==> src/rtl/hex_disp_pkg.sv <==
// Shared definitions for the hex display datapath: nibble width, default
// debounce length and the key debounce state encoding.
package hex_disp_pkg;

  localparam int unsigned NIBBLE_W                = 4;
  localparam int unsigned DEBOUNCE_CYCLES_DEFAULT = 500000;

  typedef enum logic {
    RELEASED = 1'b0,
    PRESSED  = 1'b1
  } key_state_e;

endpackage

==> src/rtl/key_debounce.sv <==
// Two-flop synchronizer plus press/release FSM for an active-low pushbutton.
// HEX_STEP_DEBOUNCE_EN builds the stability counter; otherwise the FSM tracks the synced level.
module key_debounce
  import hex_disp_pkg::*;
#(
  parameter int unsigned DEBOUNCE_CYCLES = DEBOUNCE_CYCLES_DEFAULT
) (
  input  logic clk,
  input  logic rst_n,
  input  logic key_n,
  output logic step
);

  logic       sync1_q;
  logic       sync2_q;
  key_state_e state_q;
  key_state_e state_d;
  logic       step_q;
  logic       step_d;

  always_ff @(posedge clk or negedge rst_n) begin
    if (!rst_n) begin
      sync1_q <= 1'b1;
      sync2_q <= 1'b1;
    end else begin
      sync1_q <= key_n;
      sync2_q <= sync1_q;
    end
  end

`ifdef HEX_STEP_DEBOUNCE_EN
  localparam int unsigned       CNT_W    = $clog2(DEBOUNCE_CYCLES);
  localparam logic [CNT_W-1:0] CNT_LAST = CNT_W'(DEBOUNCE_CYCLES - 1);

  logic [CNT_W-1:0] cnt_q;
  logic [CNT_W-1:0] cnt_d;
  logic             differs;

  always_comb begin
    state_d = state_q;
    cnt_d   = '0;
    step_d  = 1'b0;
    // RELEASED rests at key_n=1, PRESSED at key_n=0
    differs = (sync2_q != (state_q == RELEASED));
    if (differs) begin
      if (cnt_q == CNT_LAST) begin
        state_d = (state_q == RELEASED) ? PRESSED : RELEASED;
        step_d  = (state_q == RELEASED);
      end else begin
        cnt_d = cnt_q + 1'b1;
      end
    end
  end

  always_ff @(posedge clk or negedge rst_n) begin
    if (!rst_n) begin
      state_q <= RELEASED;
      cnt_q   <= '0;
      step_q  <= 1'b0;
    end else begin
      state_q <= state_d;
      cnt_q   <= cnt_d;
      step_q  <= step_d;
    end
  end
`else
  always_comb begin
    state_d = sync2_q ? RELEASED : PRESSED;
    step_d  = (state_q == RELEASED) && !sync2_q;
  end

  always_ff @(posedge clk or negedge rst_n) begin
    if (!rst_n) begin
      state_q <= RELEASED;
      step_q  <= 1'b0;
    end else begin
      state_q <= state_d;
      step_q  <= step_d;
    end
  end
`endif

  assign step = step_q;

endmodule

==> src/rtl/hex_step_counter.sv <==
// Debounced pushbutton stepping a DIGITS-wide hex up/down counter with load.
// Debounce filtering is enabled by HEX_STEP_DEBOUNCE_EN (see key_debounce).
module hex_step_counter
  import hex_disp_pkg::*;
#(
  parameter int unsigned DIGITS          = 4,
  parameter int unsigned DEBOUNCE_CYCLES = DEBOUNCE_CYCLES_DEFAULT
) (
  input  logic                         CLOCK_50,
  input  logic                         resetn,
  input  logic                         key_n,
  input  logic                         up,
  input  logic                         load,
  input  logic [NIBBLE_W*DIGITS-1:0]   load_value,
  output logic [NIBBLE_W*DIGITS-1:0]   count,
  output logic                         step,
  output logic                         wrap
);

  localparam int unsigned CW = NIBBLE_W * DIGITS;

  logic [CW-1:0] count_q;
  logic [CW-1:0] count_d;
  logic          wrap_q;
  logic          wrap_d;
  logic          step_pulse;

  key_debounce #(
    .DEBOUNCE_CYCLES(DEBOUNCE_CYCLES)
  ) u_key_debounce (
    .clk  (CLOCK_50),
    .rst_n(resetn),
    .key_n(key_n),
    .step (step_pulse)
  );

  // load wins over a coincident step, which is then lost
  always_comb begin
    count_d = count_q;
    wrap_d  = 1'b0;
    if (load) begin
      count_d = load_value;
    end else if (step_pulse) begin
      if (up) begin
        count_d = count_q + 1'b1;
        wrap_d  = &count_q;
      end else begin
        count_d = count_q - 1'b1;
        wrap_d  = ~|count_q;
      end
    end
  end

  always_ff @(posedge CLOCK_50 or negedge resetn) begin
    if (!resetn) begin
      count_q <= '0;
      wrap_q  <= 1'b0;
    end else begin
      count_q <= count_d;
      wrap_q  <= wrap_d;
    end
  end

  assign count = count_q;
  assign step  = step_pulse;
  assign wrap  = wrap_q;

endmodule

==> config.mk <==
export PLATFORM = sky130hd
export DESIGN_NAME = hex_step_counter
export DESIGN_NICKNAME = d
export VERILOG_FILES = /design/src/rtl/hex_disp_pkg.sv /design/src/rtl/key_debounce.sv /design/src/rtl/hex_step_counter.sv
export SDC_FILE = /design/constraint.sdc
export NUM_CORES = 1
export LEC_CHECK = 0
export BUFFER_PORTS_ARGS = -buffer_cell sky130_fd_sc_hd__buf_2
export CORE_MARGIN = 2
export CORE_UTILIZATION = 49
export CTS_CLUSTER_DIAMETER = 120
export CTS_CLUSTER_SIZE = 8
export DETAILED_ROUTE_END_ITERATION = 8
export GPL_TIMING_DRIVEN = 0
export HOLD_SLACK_MARGIN = 0.15
export PLACE_DENSITY = 0.85
export SLEW_MARGIN = 20
export SYNTH_ARGS = -nofsm -noshare
export SYNTH_HDL_FRONTEND = slang
export SYNTH_SLANG_ARGS = --single-unit
==> constraint.sdc <==
create_clock -name CLOCK_50 -period 2 [get_ports CLOCK_50]
set_input_delay 0.4 -clock CLOCK_50 [delete_from_list [all_inputs] [get_ports CLOCK_50]]
set_output_delay 0.4 -clock CLOCK_50 [all_outputs]
set_load 0.02 [all_outputs]
==> flow_summary.json, run 1 <==
{
  "numPortBuffers": 37,
  "peakVddDrop_mv": 0.506,
  "fillers": 215,
  "design.portCount": 39,
  "die-area_um2": 4060,
  "synth_edf_count": 0,
  "synth-warning-count": 0,
  "dieHeight_um": 63.7,
  "violations": "setup timing",
  "multi_input_area_um2": 1360,
  "grt_pass1_vias": 1929,
  "syn_inst": 192,
  "cap_viol_max_count": 0,
  "synth_top_cells_by_count": "19 x dfrtp_1, 15 x nand2_1, 14 x ha_1",
  "skew_ns": 0.0152,
  "drc_errors": 0,
  "yosysMostFrequentCell": "dfrtp_1",
  "crit_slowest_cell": "or3_1",
  "antenna_found_initial": 0,
  "cp.required_ns": 2.24,
  "post-route-worst-setup-slack_ns": -0.155,
  "clk_pin_slew_worst_paths_ns": 0.15,
  "post-route-min-period_ns": 2.16,
  "cts_tree": "yes",
  "regArea_um2": 534,
  "crit_chain": "buf_12 -> clkinvlp_4 -> buf_8 -> ha_4 -> o211ai_1 -> nor3_2 -> o31a_1 -> o2111ai_2 -> o41ai_1 -> or3_1",
  "ys_async_sr_fraction": 1.00,
  "cp_num_cells": 10,
  "setup_viol": 5,
  "fp.dieW_um": 63.7,
  "arrival_ns": 2.39,
  "clock_tree.htree_level_count": 1,
  "r2r_slack_ns": -0.15,
  "rows": 21,
  "rsz0062_at_grt": "yes",
  "fin_nets": 294,
  "placed_cell_area_um2": 2000,
  "path_delay_family": "compound AO/OA/AOI/OAI gates",
  "syn_area_um2": 1750,
  "critPathBufInv": 3,
  "holdWs_ns": 0.253,
  "regToRegEndpoint": "count[15]",
  "routedWlPerCell_um": 19.6,
  "period_share": 1.08,
  "clock_sinks": 21,
  "power_density_nw_per_um2": 709,
  "initialDrtViolationCount": 146,
  "core_um2": 3390,
  "final_max_slew_viol_count": 0,
  "netlist-cell-type-count": 50,
  "endpoint_kind": "flop",
  "insertion_delay_ns": 0.34,
  "reg2reg_from": "count[12]",
  "track_usage": 0.291,
  "max_freq_ghz": 0.464,
  "grt-ovfl-total": 0,
  "relSlewSlack": 0.595,
  "crit_path_max_incr_delay_ns": 0.33,
  "path_max_fanout": 5,
  "grt_pass1_wl_um": 9040,
  "status": "finished, violations left",
  "clk_path_buf_depth": 2,
  "synth.avg_cell_area_um2": 9.10,
  "diodes": 0,
  "area_growth_pct": 42.6,
  "yosys.area.top_type_share": 0.272,
  "path_class": "in2reg",
  "wl_um": 5930,
  "globalplace.congestion": 0.861,
  "final_area_um2": 2490,
  "grt_max_degree": 22,
  "dr.pass1.iters": 4,
  "start_util": 0.515,
  "cts_inserted_buffers": 3,
  "finalHoldViolCount": 0,
  "worst-r2r-cell-count": 7,
  "power.leakage_nw": 1.06,
  "critPathLaunch": "up",
  "synth_area_leaders": "dfrtp_1 27%, ha_1 10%, mux2i_1 4.0%, o21ai_0 3.7%, nand2_1 3.2%",
  "start_kind": "input pin",
  "dp_hpwl_um": 3350,
  "drive_gt1_frac": 0.444,
  "crit_end": "count[15]",
  "ant_nets": 0,
  "syn_nets": 228,
  "synth_area_leader_cell": "dfrtp_1",
  "synth_ff_type": "dfrtp_1",
  "cts_root_buffer": "clkbuf_4",
  "ys_ff_latch": 21,
  "routed_via_density": 6.46,
  "synth-seq-area-share": 0.302,
  "hp-class": "in2reg",
  "worst_slew_pin_slew_ns": 0.605,
  "vias": 1957
}
layer usage:
| layer | track usage | wire, um |
|---|---|---|
| met3 | 0.0446 | 410 |
| met1 | 0.340 | 2270 |
| met5 | 0 | 0 |
| met2 | 0.505 | 2900 |
| met4 | 0.160 | 351 |
state kept, by name, indices dropped and copies added (netlist names):
register and flops:
count 16, u_key_debounce.state_q 1, u_key_debounce.step 1, u_key_debounce.sync1_q 1
u_key_debounce.sync2_q 1, wrap 1
power breakdown:
part / switching (mW) / leakage (nW) / internal, mW
Clock: 0.163 / 0.0177 / 0.0755
Sequential: 0.0813 / 0.246 / 0.477
Combinational: 0.498 / 0.795 / 0.471
Total: 0.742 / 1.06 / 1.02
worst register-to-register path, delay by kind of cell (launching register included):
kind,cells,cell delay [ns]
flip-flops,1,0.47
adder cells (fa/ha/maj),1,0.27
AND/OR/NAND/NOR,1,0.33
AO/OA/AOI/OAI,5,0.97
what timing repair did:
item,CTS,global route
gates cloned,0,0
endpoints found under the setup margin,12,8
pin swaps,14,9
hold buffers,2,0
setup buffers,21,4
resized for setup,34,13
hold endpoints to repair,20,0
layout by cell type (no fill, tap or decap), types with 2 or more instances in the layout:
cell,n
or3_1,7
nor3_1,3
dfrtp_2,5
clkbuf_4,4
nand4_1,5
nor4_1,4
o21ai_1,2
o21ai_0,11
buf_6,3
nand3_1,9
a311oi_2,2
o21a_1,3
o31a_1,2
dlygate4sd3_1,2
o211ai_1,5
mux2i_1,7
xnor2_1,6
nor3_2,2
a21o_1,7
a211oi_1,3
a22oi_1,4
a22o_1,2
nand2_1,14
mux2_2,2
inv_1,4
buf_8,2
dfrtp_1,14
a21oi_1,8
a221o_1,2
dfstp_2,2
buf_2,36
ha_4,13
nor2_1,9
buf_4,23
worst min-delay path by stage:
stage	startpoint	end	cells past startpoint
floorplan	resetn	count[0]	0
global placement	u_key_debounce.sync1_q	u_key_debounce.sync2_q	0
CTS	load_value[5]	count[5]	3
global route	load_value[7]	count[7]	3
finish	load_value[7]	count[7]	3
detailed placement	u_key_debounce.sync1_q	u_key_debounce.sync2_q	0
cell families after synthesis:
kind of cell | share of synthesized area
compound gates | 0.274
buf+inv | 0.0530
mux | 0.0530
simple gates | 0.171
flops | 0.302
xor+xnor | 0.0351
fa+ha+maj | 0.112
through the flow:
stage          setup TNS, ns  worst slack [ns]  utilization  instances  total power, mW
2_1_floorplan          -1.35            -0.336            -        192             1.05
3_3_place_gp           -6.83            -0.838        0.591        275             1.21
3_5_place_dp           -7.56            -0.881        0.591        275             1.23
4_1_cts               -0.132           -0.0466        0.699        299             1.63
5_1_grt               -0.838            -0.178        0.735        303             1.87
6_report              -0.453            -0.155        0.735        303             1.77
cell type report:
type,instances,share of cell area
Buffer,6,0.0221
Clock buffer,3,0.00905
Clock inverter,1,0.00201
Inverter,7,0.0121
Multi-Input combinational cell,155,0.546
Sequential cell,21,0.215
Tap cell,46,0.0231
Timing Repair Buffer,64,0.171
Note: power is estimated with default switching activity, not from simulation.
==> inputs of run 2 (changes only) <==
--- a/config.mk
+++ b/config.mk
@@ -14,6 +14,7 @@
 export GPL_TIMING_DRIVEN = 0
 export HOLD_SLACK_MARGIN = 0.15
 export PLACE_DENSITY = 0.85
+export SETUP_SLACK_MARGIN = 0.5
 export SLEW_MARGIN = 20
 export SYNTH_ARGS = -nofsm -noshare
 export SYNTH_HDL_FRONTEND = slang
==> run 2 against run 1 <==
Largest power group unchanged. Critical path type is now reg2reg. Sequential share of layout area shrank 1.7 points. Largest cell class unchanged. Setup slack worse by 0.096 ns. The run still ends with setup timing left. Via count increased by 7.5%.
==> flow_summary.json, run 2 (synthesized netlist as in run 1, its figures left out) <==
{
  "placed_cell_area_um2": 2000,
  "worst-r2r-cell-count": 8,
  "crit_slowest_cell": "dfrtp_1",
  "clock_tree.htree_level_count": 1,
  "setup_viol": 9,
  "post-route-worst-setup-slack_ns": -0.251,
  "numPortBuffers": 37,
  "design.portCount": 39,
  "grt_max_degree": 22,
  "crit_path_max_incr_delay_ns": 0.43,
  "place_ws_ns": -0.869,
  "max_freq_ghz": 0.444,
  "endpoint_kind": "flop",
  "relSlewSlack": 0.595,
  "holdWs_ns": 0.279,
  "initialDrtViolationCount": 162,
  "skew_ns": 0.0130,
  "violations": "setup timing",
  "clk_path_buf_depth": 2,
  "grt_pass1_wl_um": 9390,
  "core_um2": 3390,
  "drc_errors": 0,
  "worst_slew_pin_slew_ns": 0.605,
  "fin_util": 0.799,
  "grt-ovfl-total": 0,
  "dieHeight_um": 63.7,
  "final_area_um2": 2710,
  "routedWlPerCell_um": 21.1,
  "insertion_delay_ns": 0.33,
  "cts_inserted_buffers": 3,
  "period_share": 1.13,
  "fin_nets": 306,
  "reg2reg_from": "count[1]",
  "final_common_cell": "buf_2",
  "setup_tns_ns": -1.04,
  "grt_pass1_vias": 2026,
  "post-route-min-period_ns": 2.25,
  "critPathLaunch": "count[1]",
  "cts_tree": "yes",
  "crit_end": "count[15]",
  "rsz0062_at_grt": "yes",
  "routed_via_density": 6.68,
  "clk_pin_slew_worst_paths_ns": 0.14,
  "vias": 2104,
  "power_density_nw_per_um2": 711,
  "area_growth_pct": 55.0,
  "arrival_ns": 2.45,
  "start_util": 0.515,
  "antenna_found_initial": 0,
  "start_kind": "flop",
  "cap_viol_max_count": 0,
  "wl_um": 6650,
  "fp.dieW_um": 63.7,
  "status": "finished, violations left",
  "track_usage": 0.303,
  "dr.pass1.iters": 5,
  "drive_gt1_frac": 0.487,
  "crit_chain": "buf_6 -> ha_4 -> a211oi_4 -> nor3_2 -> o31a_1 -> o2111ai_2 -> o41ai_1 -> or3_1",
  "die-area_um2": 4060,
  "cp.required_ns": 2.20,
  "peakVddDrop_mv": 0.410,
  "path_max_fanout": 3,
  "globalplace.congestion": 0.868,
  "r2r_slack_ns": -0.25,
  "cts_root_buffer": "clkbuf_4",
  "finalHoldViolCount": 0,
  "regToRegEndpoint": "count[15]",
  "rows": 21,
  "ant_nets": 0,
  "hp-class": "in2reg",
  "clock_sinks": 21,
  "final_max_slew_viol_count": 0,
  "largest_reg_flops": 16,
  "dp_hpwl_um": 3220,
  "path_class": "reg2reg",
  "diodes": 0,
  "power.leakage_nw": 1.16,
  "layout_common_cells": "31 x buf_2, 23 x buf_4, 17 x buf_6"
}
==> run 2: power breakdown <==
part	switching, mW	internal, mW
combinational	0.573	0.567
sequential	0.0840	0.478
clock	0.147	0.0750
total	0.805	1.12
==> run 2: timing repair <==
item,in CTS,in global routing
buffers inserted,28,6
setup endpoints to repair,14,23
pin swaps,30,17
gates resized for setup,54,32
endpoints found under the hold margin,19,1
hold buffers,1,1
==> run 2: critical path, delay by kind of cell, from the launching register on <==
family	cells	cell delay [ns]
AOI/OAI and AO/OA	4	0.91
adders and majority gates	1	0.23
buffers and inverters	1	0.14
DFF	1	0.43
and+or+nand+nor	2	0.43
==> run 2: final cells by class <==
type	count	area (um2)
buffer	9	96.3
clock buffer	3	22.5
clock inverter	1	5.00
fill	216	682
inverter	7	30.0
multi-input combinational	155	1410
sequential	21	536
tap	46	57.6
timing repair buffer	73	554
==> run 2: stage by stage <==
step | cells | total power, mW
floorplan | 192 | 1.05
global placement | 275 | 1.21
global route | 315 | 2.00
finish | 315 | 1.92
detailed placement | 275 | 1.23
CTS | 308 | 1.71
==> run 2: per-layer routing <==
| metal | global-route usage | vias up | wire length [um] |
|---|---|---|---|
| met1 | 0.329 | 1008 | 2460 |
| met4 | 0.171 | 0 | 301 |
| met2 | 0.555 | 160 | 3370 |
| met5 | 0 | - | 0 |
| li1 | - | 898 | - |
| met3 | 0.0464 | 38 | 524 |
==> run 2: worst min path at each step <==
| stage | start | end | cells after the start |
|---|---|---|---|
| 2_1_floorplan | resetn | count[0] | 0 |
| 3_3_place_gp | u_key_debounce.sync1_q | u_key_debounce.sync2_q | 0 |
| 3_5_place_dp | u_key_debounce.sync1_q | u_key_debounce.sync2_q | 0 |
| 4_1_cts | key_n | u_key_debounce.sync1_q | 1 |
| 5_1_grt | load_value[14] | count[14] | 2 |
| 6_report | load_value[6] | count[6] | 3 |
